<file path="config.mk">
export PLATFORM = sky130hd
export DESIGN_NAME = dm_port_arbiter
export DESIGN_NICKNAME = d
export VERILOG_FILES = /design/src/rtl/dm_port_arbiter_pkg.sv /design/src/rtl/dm_port_arbiter_store_align.sv /design/src/rtl/dm_port_arbiter.sv
export SDC_FILE = /design/constraint.sdc
export NUM_CORES = 1
export LEC_CHECK = 0
export BUFFER_PORTS_ARGS = -buffer_cell sky130_fd_sc_hd__buf_2
export CAP_MARGIN = 25
export CORE_MARGIN = 8
export CORE_UTILIZATION = 23
export DETAILED_ROUTE_END_ITERATION = 16
export GPL_TIMING_DRIVEN = 0
export PLACE_DENSITY = 0.7
export SETUP_SLACK_MARGIN = 0.2
export SYNTH_ARGS = -nofsm -noshare
export SYNTH_HDL_FRONTEND = slang
export SYNTH_SLANG_ARGS = --single-unit
</file>
<file path="constraint.sdc">
create_clock -name clk -period 3.3 [get_ports clk]
set_clock_uncertainty 0.1 [all_clocks]
set_input_delay 0.66 -clock clk [delete_from_list [all_inputs] [get_ports clk]]
set_output_delay 0.66 -clock clk [all_outputs]
set_load 0.03 [all_outputs]
</file>
<file path="src/rtl/dm_port_arbiter_pkg.sv">
// ----------------------------------------------------------------------------
// dm_port_arbiter_pkg: size codes, FSM states and helpers for the data-memory port arbiter.
// Revision: 1.0
// ----------------------------------------------------------------------------
`default_nettype none

package dm_port_arbiter_pkg;

   localparam logic [2:0] L_S_B  = 3'b000;
   localparam logic [2:0] L_S_H  = 3'b001;
   localparam logic [2:0] L_S_W  = 3'b010;
   localparam logic [2:0] L_S_BU = 3'b100;
   localparam logic [2:0] L_S_HU = 3'b101;

   typedef enum logic [1:0] {
      DMA_IDLE   = 2'd0,
      DMA_RD_CPU = 2'd1,
      DMA_RD_DMA = 2'd2
   } dm_state_e;

   typedef enum logic {
      OWN_CPU = 1'b0,
      OWN_DMA = 1'b1
   } dm_owner_e;

   function automatic logic is_misaligned(input logic [2:0] lssl, input logic [1:0] off);
      logic mis;
      mis = 1'b0;
      case (lssl)
         L_S_W:          mis = (off != 2'b00);
         L_S_H, L_S_HU:  mis = off[0];
         default:        mis = 1'b0;
      endcase
      return mis;
   endfunction

endpackage

`default_nettype wire

</file>
<file path="src/rtl/dm_port_arbiter_store_align.sv">
// ----------------------------------------------------------------------------
// dm_store_align: byte enables and lane-replicated write data for sub-word stores.
// Revision: 1.0
// ----------------------------------------------------------------------------
`default_nettype none

module dm_store_align
   import dm_port_arbiter_pkg::*;
(
   input  logic [1:0]  addr_lo,
   input  logic [2:0]  lssl,
   input  logic [31:0] wdata,
   output logic [3:0]  be,
   output logic [31:0] wdata_out
);

   always_comb begin
      be        = 4'b1111;
      wdata_out = wdata;
      case (lssl)
         L_S_H, L_S_HU: begin
            be        = addr_lo[1] ? 4'b1100 : 4'b0011;
            wdata_out = {wdata[15:0], wdata[15:0]};
         end
         L_S_B, L_S_BU: begin
            be        = 4'b0001 << addr_lo;
            wdata_out = {4{wdata[7:0]}};
         end
         default: begin
            be        = 4'b1111;
            wdata_out = wdata;
         end
      endcase
   end

endmodule

`default_nettype wire

</file>
<file path="src/rtl/dm_port_arbiter.sv">
// ----------------------------------------------------------------------------
// dm_port_arbiter: round-robin sharing of the single-port data RAM between CPU and DMA.
// Revision: 1.0
// ----------------------------------------------------------------------------
`default_nettype none

module dm_port_arbiter
   import dm_port_arbiter_pkg::*;
#(
   parameter int ADDR_W = 12
) (
   input  logic              clk,
   input  logic              reset,
   input  logic              cpu_req,
   input  logic              cpu_we,
   input  logic [31:0]       cpu_addr,
   input  logic [31:0]       cpu_wdata,
   input  logic [2:0]        cpu_lssl,
   output logic              cpu_stall,
   output logic              cpu_valid,
   output logic [31:0]       cpu_rdata,
   output logic              cpu_exc,
   input  logic              dma_req,
   input  logic              dma_we,
   input  logic [31:0]       dma_addr,
   input  logic [31:0]       dma_wdata,
   output logic              dma_gnt,
   output logic              dma_valid,
   output logic [31:0]       dma_rdata,
   output logic              mem_en,
   output logic [3:0]        mem_be,
   output logic [ADDR_W-1:0] mem_addr,
   output logic [31:0]       mem_wdata,
   input  logic [31:0]       mem_rdata
);

   dm_state_e   state_q, state_d;
   dm_owner_e   last_gnt_q, last_gnt_d;
   logic [1:0]  rd_off_q, rd_off_d;
   logic [2:0]  rd_lssl_q, rd_lssl_d;

   logic [3:0]  cpu_be;
   logic [31:0] cpu_al_wdata;
   logic        cpu_mis, cpu_elig, idle, gnt_cpu, gnt_dma;
   logic [7:0]  ld_byte;
   logic [15:0] ld_half;
   logic        unused_bits;

   assign unused_bits = &{1'b0, cpu_addr[31:ADDR_W+2], dma_addr[31:ADDR_W+2], dma_addr[1:0]};

   dm_store_align u_store_align (
      .addr_lo   (cpu_addr[1:0]),
      .lssl      (cpu_lssl),
      .wdata     (cpu_wdata),
      .be        (cpu_be),
      .wdata_out (cpu_al_wdata)
   );

   assign idle     = (state_q == DMA_IDLE);
   assign cpu_mis  = is_misaligned(cpu_lssl, cpu_addr[1:0]);
   assign cpu_elig = cpu_req & ~cpu_mis;
   // On a tie the side that did not win last time gets the slot.
   assign gnt_cpu  = idle & cpu_elig & (~dma_req | (last_gnt_q == OWN_DMA));
   assign gnt_dma  = idle & dma_req & ~gnt_cpu;

   always_comb begin
      case (rd_off_q)
         2'd0:    ld_byte = mem_rdata[7:0];
         2'd1:    ld_byte = mem_rdata[15:8];
         2'd2:    ld_byte = mem_rdata[23:16];
         default: ld_byte = mem_rdata[31:24];
      endcase
      ld_half = rd_off_q[1] ? mem_rdata[31:16] : mem_rdata[15:0];
   end

   always_comb begin
      state_d    = state_q;
      last_gnt_d = last_gnt_q;
      rd_off_d   = rd_off_q;
      rd_lssl_d  = rd_lssl_q;
      cpu_valid  = 1'b0;
      cpu_rdata  = 32'd0;
      cpu_exc    = 1'b0;
      dma_gnt    = 1'b0;
      dma_valid  = 1'b0;
      dma_rdata  = 32'd0;
      mem_en     = 1'b0;
      mem_be     = 4'b0000;
      mem_addr   = '0;
      mem_wdata  = 32'd0;
      case (state_q)
         DMA_IDLE: begin
            cpu_exc = cpu_req & cpu_mis;
            if (gnt_cpu) begin
               mem_en     = 1'b1;
               mem_addr   = cpu_addr[ADDR_W+1:2];
               last_gnt_d = OWN_CPU;
               if (cpu_we) begin
                  mem_be    = cpu_be;
                  mem_wdata = cpu_al_wdata;
               end else begin
                  state_d   = DMA_RD_CPU;
                  rd_off_d  = cpu_addr[1:0];
                  rd_lssl_d = cpu_lssl;
               end
            end else if (gnt_dma) begin
               dma_gnt    = 1'b1;
               mem_en     = 1'b1;
               mem_addr   = dma_addr[ADDR_W+1:2];
               last_gnt_d = OWN_DMA;
               if (dma_we) begin
                  mem_be    = 4'b1111;
                  mem_wdata = dma_wdata;
               end else begin
                  state_d = DMA_RD_DMA;
               end
            end
         end
         DMA_RD_CPU: begin
            cpu_valid = 1'b1;
            case (rd_lssl_q)
               L_S_B:   cpu_rdata = {{24{ld_byte[7]}}, ld_byte};
               L_S_BU:  cpu_rdata = {24'd0, ld_byte};
               L_S_H:   cpu_rdata = {{16{ld_half[15]}}, ld_half};
               L_S_HU:  cpu_rdata = {16'd0, ld_half};
               default: cpu_rdata = mem_rdata;
            endcase
            state_d = DMA_IDLE;
         end
         DMA_RD_DMA: begin
            dma_valid = 1'b1;
            dma_rdata = mem_rdata;
            state_d   = DMA_IDLE;
         end
         default: state_d = DMA_IDLE;
      endcase
      cpu_stall = cpu_req & ~((gnt_cpu & cpu_we) | cpu_valid | cpu_exc);
      // A reset cycle must not leak a pending read or start a new access.
      if (reset) begin
         cpu_stall = 1'b0;
         cpu_valid = 1'b0;
         cpu_rdata = 32'd0;
         cpu_exc   = 1'b0;
         dma_gnt   = 1'b0;
         dma_valid = 1'b0;
         dma_rdata = 32'd0;
         mem_en    = 1'b0;
         mem_be    = 4'b0000;
         mem_addr  = '0;
         mem_wdata = 32'd0;
      end
   end

   always_ff @(posedge clk) begin
      if (reset) begin
         state_q    <= DMA_IDLE;
         last_gnt_q <= OWN_DMA;
         rd_off_q   <= 2'd0;
         rd_lssl_q  <= 3'd0;
      end else begin
         state_q    <= state_d;
         last_gnt_q <= last_gnt_d;
         rd_off_q   <= rd_off_d;
         rd_lssl_q  <= rd_lssl_d;
      end
   end

endmodule

`default_nettype wire
</file>
After elaboration in Yosys (flattened, before gate mapping). Index checks and enable logic that the tools add are counted.

Register bits after elaboration: 8. Output and inout port bits: 118.

Reductions and logical operators: 12. Bitwise gates (word level): 17. Muxes and demuxes: 47. Shifts and indexed selects: 1. Eq/ne operators: 13.

Operators by type and width (count): $mux W32 (10); $pmux W32 S4 (1); $pmux W32 S2 (1); $mux W12 (4); $mux W4 (7); $pmux W8 S3 (1); $mux W1 (16); $mux W16 (1); $eq A3 B3 Y1 const B (4); $and A1 B1 Y1 (8); $mux W2 (4); $pmux W4 S2 (1); $eq A3 B1 Y1 const B (2); $logic_not A3 Y1 (2); $not A1 Y1 (6); $reduce_and A3 Y1 (2); $reduce_or A2 Y1 (3); $eq A2 B1 Y1 const B (2); $eq A2 B2 Y1 const B (2); $logic_not A2 Y1 (2); $reduce_bool A2 Y1 (2); $shl A1 B2 Y4 const A (1); $eq A3 B2 Y1 const B (1); $or A1 B1 Y1 (3); other kinds (4) (4).

Depth between registers and ports, before layout.
Depth in word-level cells: 13. Depth in mapped cells: 7.

Hierarchy. A second synthesis with hierarchy kept.

Cell total of the unflattened synthesis: 312. Area total of the unflattened synthesis: 2459.9 sq um.

By module, submodules not included: dm_port_arbiter (area each 1935.6 sq um, cells each 252, instances 1, seq. area each 160.2 sq um); dm_store_align (area each 524.3 sq um, cells each 60, instances 1, seq. area each 0.0 sq um).

Worst setup path before layout. OpenSTA, ideal clock, no wires.

Kind: input-to-output. Start: input cpu_lssl[0]. End: output mem_addr[10]. Required time: 2.540 ns. Setup slack: 0.320 ns. Stages on the path: 7. Arrival time: 2.220 ns. Path buffers: 3. Cells stage by stage: clkbuf_2 or3b_4 o2111ai_2 and3_1 buf_2 buf_4 a22o_1.

Longest elaborated chain between the ends: 13. Elaborated cells between the ends (all ways): 15.

Ends and longest elaborated chain: start: declaration (RTL line dm_port_arbiter.sv:18) `input logic [2:0] cpu_lssl,`; $eq A3 B1 Y1 or $eq A3 B3 Y1 (tied branches) (RTL line dm_port_arbiter_pkg.sv:29) `case (lssl)`; $reduce_or A2 Y1 (RTL line dm_port_arbiter_pkg.sv:29); $pmux W1 S2 * (RTL line dm_port_arbiter_pkg.sv:29); $not A1 Y1 * (RTL line dm_port_arbiter.sv:61) `assign cpu_elig = cpu_req & ~cpu_mis;`; $and A1 B1 Y1 * (RTL line dm_port_arbiter.sv:61); $and A1 B1 Y1 * (2 in a row) (RTL line dm_port_arbiter.sv:63) `assign gnt_cpu = idle & cpu_elig & (~dma_req | (last_gnt_q == OWN_DMA));`; $not A1 Y1 (RTL line dm_port_arbiter.sv:64) `assign gnt_dma = idle & dma_req & ~gnt_cpu;`; $and A1 B1 Y1 (RTL line dm_port_arbiter.sv:64); $mux W12 (RTL line dm_port_arbiter.sv:106) `end else if (gnt_dma) begin`; $mux W12 * (RTL line dm_port_arbiter.sv:94) `if (gnt_cpu) begin`; $mux W12 * (RTL line dm_port_arbiter.sv:91) `case (state_q)`; $mux W12 * (RTL line dm_port_arbiter.sv:139) `if (reset) begin`; end: declaration (RTL line dm_port_arbiter.sv:32) `output logic [ADDR_W-1:0] mem_addr,`.

Every way passes the cells marked *; elsewhere a longest branch is shown, timed or not.

Worst setup path after layout.
Start: input cpu_lssl[2]. End: output mem_wdata[25].

Longest elaborated chain between the ends: 13. Elaborated cells between the ends (all ways): 20.

Ends and longest elaborated chain: $eq A3 B1 Y1 or $eq A3 B3 Y1 (tied branches) (RTL line dm_port_arbiter_pkg.sv:29, dm_port_arbiter_store_align.sv:20); $reduce_or A2 Y1 (RTL line dm_port_arbiter_pkg.sv:29, dm_port_arbiter_store_align.sv:20); $pmux W1 S2 (RTL line dm_port_arbiter_pkg.sv:29); $not A1 Y1 (RTL line dm_port_arbiter.sv:61); $and A1 B1 Y1 (RTL line dm_port_arbiter.sv:61); $and A1 B1 Y1 (2 in a row) (RTL line dm_port_arbiter.sv:63); $not A1 Y1 (RTL line dm_port_arbiter.sv:64); $and A1 B1 Y1 (RTL line dm_port_arbiter.sv:64); $mux W32 (RTL line dm_port_arbiter.sv:106); $mux W32 * (RTL line dm_port_arbiter.sv:94); $mux W32 * (RTL line dm_port_arbiter.sv:91); $mux W32 * (RTL line dm_port_arbiter.sv:139); end: declaration (RTL line dm_port_arbiter.sv:33) `output logic [31:0] mem_wdata,`.

Marked as above.

==> impl_summary.md <==
Place
The congestion estimate from routability-driven global placement came to 0.901. The worst setup timing slack at the placement stage is 69.6 ps. After detailed placement, the total cell area comes to approximately 3600 µm². Once detailed placement completed, the half-perimeter wirelength came to about 11000 µm. The number of placed instances with taps included is around 700. The total of buffers placed on input and output ports is roughly 250.

Final layout
The synthesis-to-finish area growth is 75.1%. In the final design database the tool counted ~740 nets. The final instance area is approximately 3900 µm². The post-route netlist has between 50% and 60% of its cells at a drive strength greater than 1. The post-route non-filler standard cell count is 705.

Fill cells in the final layout number roughly 1000. Cells fill approximately 41% of the core in the end.

Clock network
The clock slew at the register clock pins of the worst setup and hold paths is about 40 ps. The number of clock buffers inserted by TritonCTS is 3. The number of H-tree levels is 1. In this run the clock root is driven by a sky130_fd_sc_hd__clkbuf_8. No sink is reached through more buffers than the 2 on the longest clock path. The insertion delay of the later-clocked pin in the worst-skew pair is ~230 ps. For this design, the sink count on the clock tree is 8. The quantity of hold-fixing buffers added after cts is 0. TritonCTS built the clock tree.

Yosys
Dividing the synthesized area by the synthesized cell count gives between 7 and 8 µm². The top cell type by total area after synthesis is sky130_fd_sc_hd__mux2i_1. The cell count after synthesis is about 320. The flip-flop and latch count after synthesis is 8.

When the netlist entered floorplanning its net count stood at between 400 and 500. The area share of the leading cell type in the synthesized netlist is roughly 14%. The count of flip-flops with a built-in enable after synthesis is 0. The post-synthesis sequential area ratio is roughly 7.2%. The primary flip-flop cell chosen by synthesis mapping is sky130_fd_sc_hd__dfxtp_1. Yosys mapped the design onto 41 distinct sky130hd cell types. The count of synthesis-stage warnings from yosys is 0. Ranked by total cell area, the synthesized netlist is headed by sky130_fd_sc_hd__mux2i_1 (14%), sky130_fd_sc_hd__a22o_1 (11%), sky130_fd_sc_hd__and2_1 (9.3%), sky130_fd_sc_hd__dfxtp_1 (7.2%), sky130_fd_sc_hd__o2bb2ai_1 (6.7%). The cell area after technology mapping is between 2000 and 2500 µm².

Counting flops with an async set or reset pin after synthesis yields a share of 0%.

Routing
In this run the remaining antenna-violating nets after routing total 0. Dividing the detail-routed via count by the number of cells gives 4.92. The total via count after detailed routing is 3470. The first detailed-routing pass ran for 4 iterations. After detailed routing, the total wire length is around 13000 µm. After detailed routing, the average wire length per cell comes to ~18 µm.

The detailed router finished its first iteration with between 200 and 250 violations. The post-route DRC violation count is 0.

Run
Max-cap violations in this run came to 0.

Critical path
Tracing the worst setup path back leads to its startpoint at cpu_lssl[2]. STA classifies the critical path endpoint as an output pin. Along the worst path, the maximum fanout reaches 10. The startpoint of the lowest-slack register-to-register path is last_gnt_q. At the worst endpoint, the arrival time is around 2300 ps. STA classifies the critical path startpoint as a primary input.

The worst setup path is of the primary input to output pin kind. Measured in cells, the most critical reg-to-reg path has a length of 5. STA puts the critical path data required time at around 2500 ps.

GRT
The via count of the first global-routing pass is between 3000 and 4000. In the global route stage, overall resource usage came out at between 15 and 20%. The total overflow left after global routing is 0. The first-pass GRT wire length is between 15000 and 20000 µm. Entering global routing, the biggest net connects 11 pins. The number of antenna violations at the first check in global routing came to 2.

Die
Pin placement for this block handled 287 I/O pins. The die is 114 µm wide. In this run the vertical extent of the chip is about 110 µm.

The full die area is between 10000 and 15000 µm². The total number of placement rows is 36. In this run the standard cell core region covers around 9500 µm². The initial utilization of the core area, before any placement, comes to 23.2%.

Power
The power per standard cell area is 192 nW/µm². The leakage power summed over all cells is approximately 2.2 nW. The total power is between 0.7 and 0.8 mW. The worst ir drop on vdd is between 0.00015 and 0.0002 V.

STA
Setup repair after global routing left no endpoint under its margin. The accumulated negative setup slack is 0 ps. The max-slew violation count is 0. The clock period minus worst slack is between 3000 and 4000 ps. The final setup violation count is 0. Across all hold checks on the routed design, the worst slack comes to between 300 and 400 ps. The worst-case headroom to the max-slew limit is between 40% and 50%. For this run, the top clock speed supported by timing is roughly 320 MHz. The worst path setup slack after routing is 214 ps.

The hold violation count in the final report is 0. The transition at the pin with the smallest max-transition slack is around 800 ps. Of the available clock period, the critical path in the final layout requires 93.5%.

Worst hold path
The type of the tightest min-delay check is register to register. Counting instances, the worst hold path has a depth of 2. The hold path startpoint is last_gnt_q.

Outcome
The run finished with clean final reports.
## synthesized netlist by cell type (12+ instances only)
cell,instances
sky130_fd_sc_hd__and2_1,33
sky130_fd_sc_hd__a21o_1,16
sky130_fd_sc_hd__o21ai_0,19
sky130_fd_sc_hd__clkbuf_1,12
sky130_fd_sc_hd__mux2i_1,31
sky130_fd_sc_hd__nand2_1,26
sky130_fd_sc_hd__nor2_1,22
sky130_fd_sc_hd__nand2b_1,12
sky130_fd_sc_hd__o2bb2ai_1,17
sky130_fd_sc_hd__a22o_1,28
sky130_fd_sc_hd__a21oi_1,18
## metal layers
metal  global-route usage, %  part of all wire, %  vias to the layer above  wire length [µm]
li1                        -                    -                     1666                 -
met1                    17.5                   37                     1564              4690
met2                    31.9                   48                      218              6110
met3                    7.28                   12                       22              1520
met4                    6.12                  2.4                        0               301
met5                       0                    0                        -                 0
## kinds of logic after synthesis
group | share of synthesized area, %
compound gates | 38.7
simple gates | 28.4
mux | 17.6
buf+inv | 8.14
flops | 7.24
## worst max-delay path: stages
cell and delay [ps]:
sky130_fd_sc_hd__buf_2 120, sky130_fd_sc_hd__or3b_4 430, sky130_fd_sc_hd__o2111a_2 320, sky130_fd_sc_hd__and3_4 180, sky130_fd_sc_hd__buf_6 130, sky130_fd_sc_hd__buf_6 140
sky130_fd_sc_hd__a22o_1 200, sky130_fd_sc_hd__buf_6 140
## path summary, 6_finish.rpt
| check | end | slack [ps] |
|---|---|---|
| max | mem_wdata[25] | 210 |
| min | last_gnt_q | 360 |
| max reg2reg | rd_off_q[1] | 1410 |
| min reg2reg | last_gnt_q | 360 |
## power by group
part           internal (mW)  switching, mW  leakage (nW)
clock network         0.0791         0.0390        0.0216
logic                  0.207          0.309          2.13
registers              0.103        0.00795        0.0654
total                  0.389          0.356          2.22
## registers in the layout, indices dropped and copies added, names as in the netlist
register / flops
state_q: 2
rd_lssl_q: 3
last_gnt_q: 1
rd_off_q: 2
## layout make-up
type	instances	area (µm²)	area share [%]
multi-input combinational	271	1910	49.3
timing repair buffer	252	1380	35.6
buffer	28	180	4.65
tap	133	166	4.29
sequential	8	160	4.13
clock buffer	3	41.3	1.07
inverter	8	32.5	0.839
antenna	2	5.00	0.129
## layout by cell type, fill, tap and decap left out, types with 4 or more instances in the layout
cell,instances
sky130_fd_sc_hd__a22o_1,28
sky130_fd_sc_hd__or3_1,7
sky130_fd_sc_hd__mux2_2,7
sky130_fd_sc_hd__buf_4,19
sky130_fd_sc_hd__o21ai_0,19
sky130_fd_sc_hd__a21oi_1,18
sky130_fd_sc_hd__a21o_1,16
sky130_fd_sc_hd__clkbuf_4,6
sky130_fd_sc_hd__buf_2,227
sky130_fd_sc_hd__and2_1,33
sky130_fd_sc_hd__nor2_1,20
sky130_fd_sc_hd__clkbuf_1,9
sky130_fd_sc_hd__nand2_1,26
sky130_fd_sc_hd__o21bai_1,4
sky130_fd_sc_hd__nand2b_1,12
sky130_fd_sc_hd__buf_6,16
sky130_fd_sc_hd__inv_1,6
sky130_fd_sc_hd__o2bb2ai_1,17
sky130_fd_sc_hd__dfxtp_1,8
sky130_fd_sc_hd__mux2i_1,31
sky130_fd_sc_hd__clkbuf_8,4
## what timing repair did
item / 4_1_cts / 5_1_grt
endpoints found under the hold margin: 0 / 0
pin swaps: 3 / 3
setup buffers: 1 / 4
gates resized for setup: 25 / 45
endpoints found under the setup margin: 79 / 48
(Power assumes the default switching activity.)
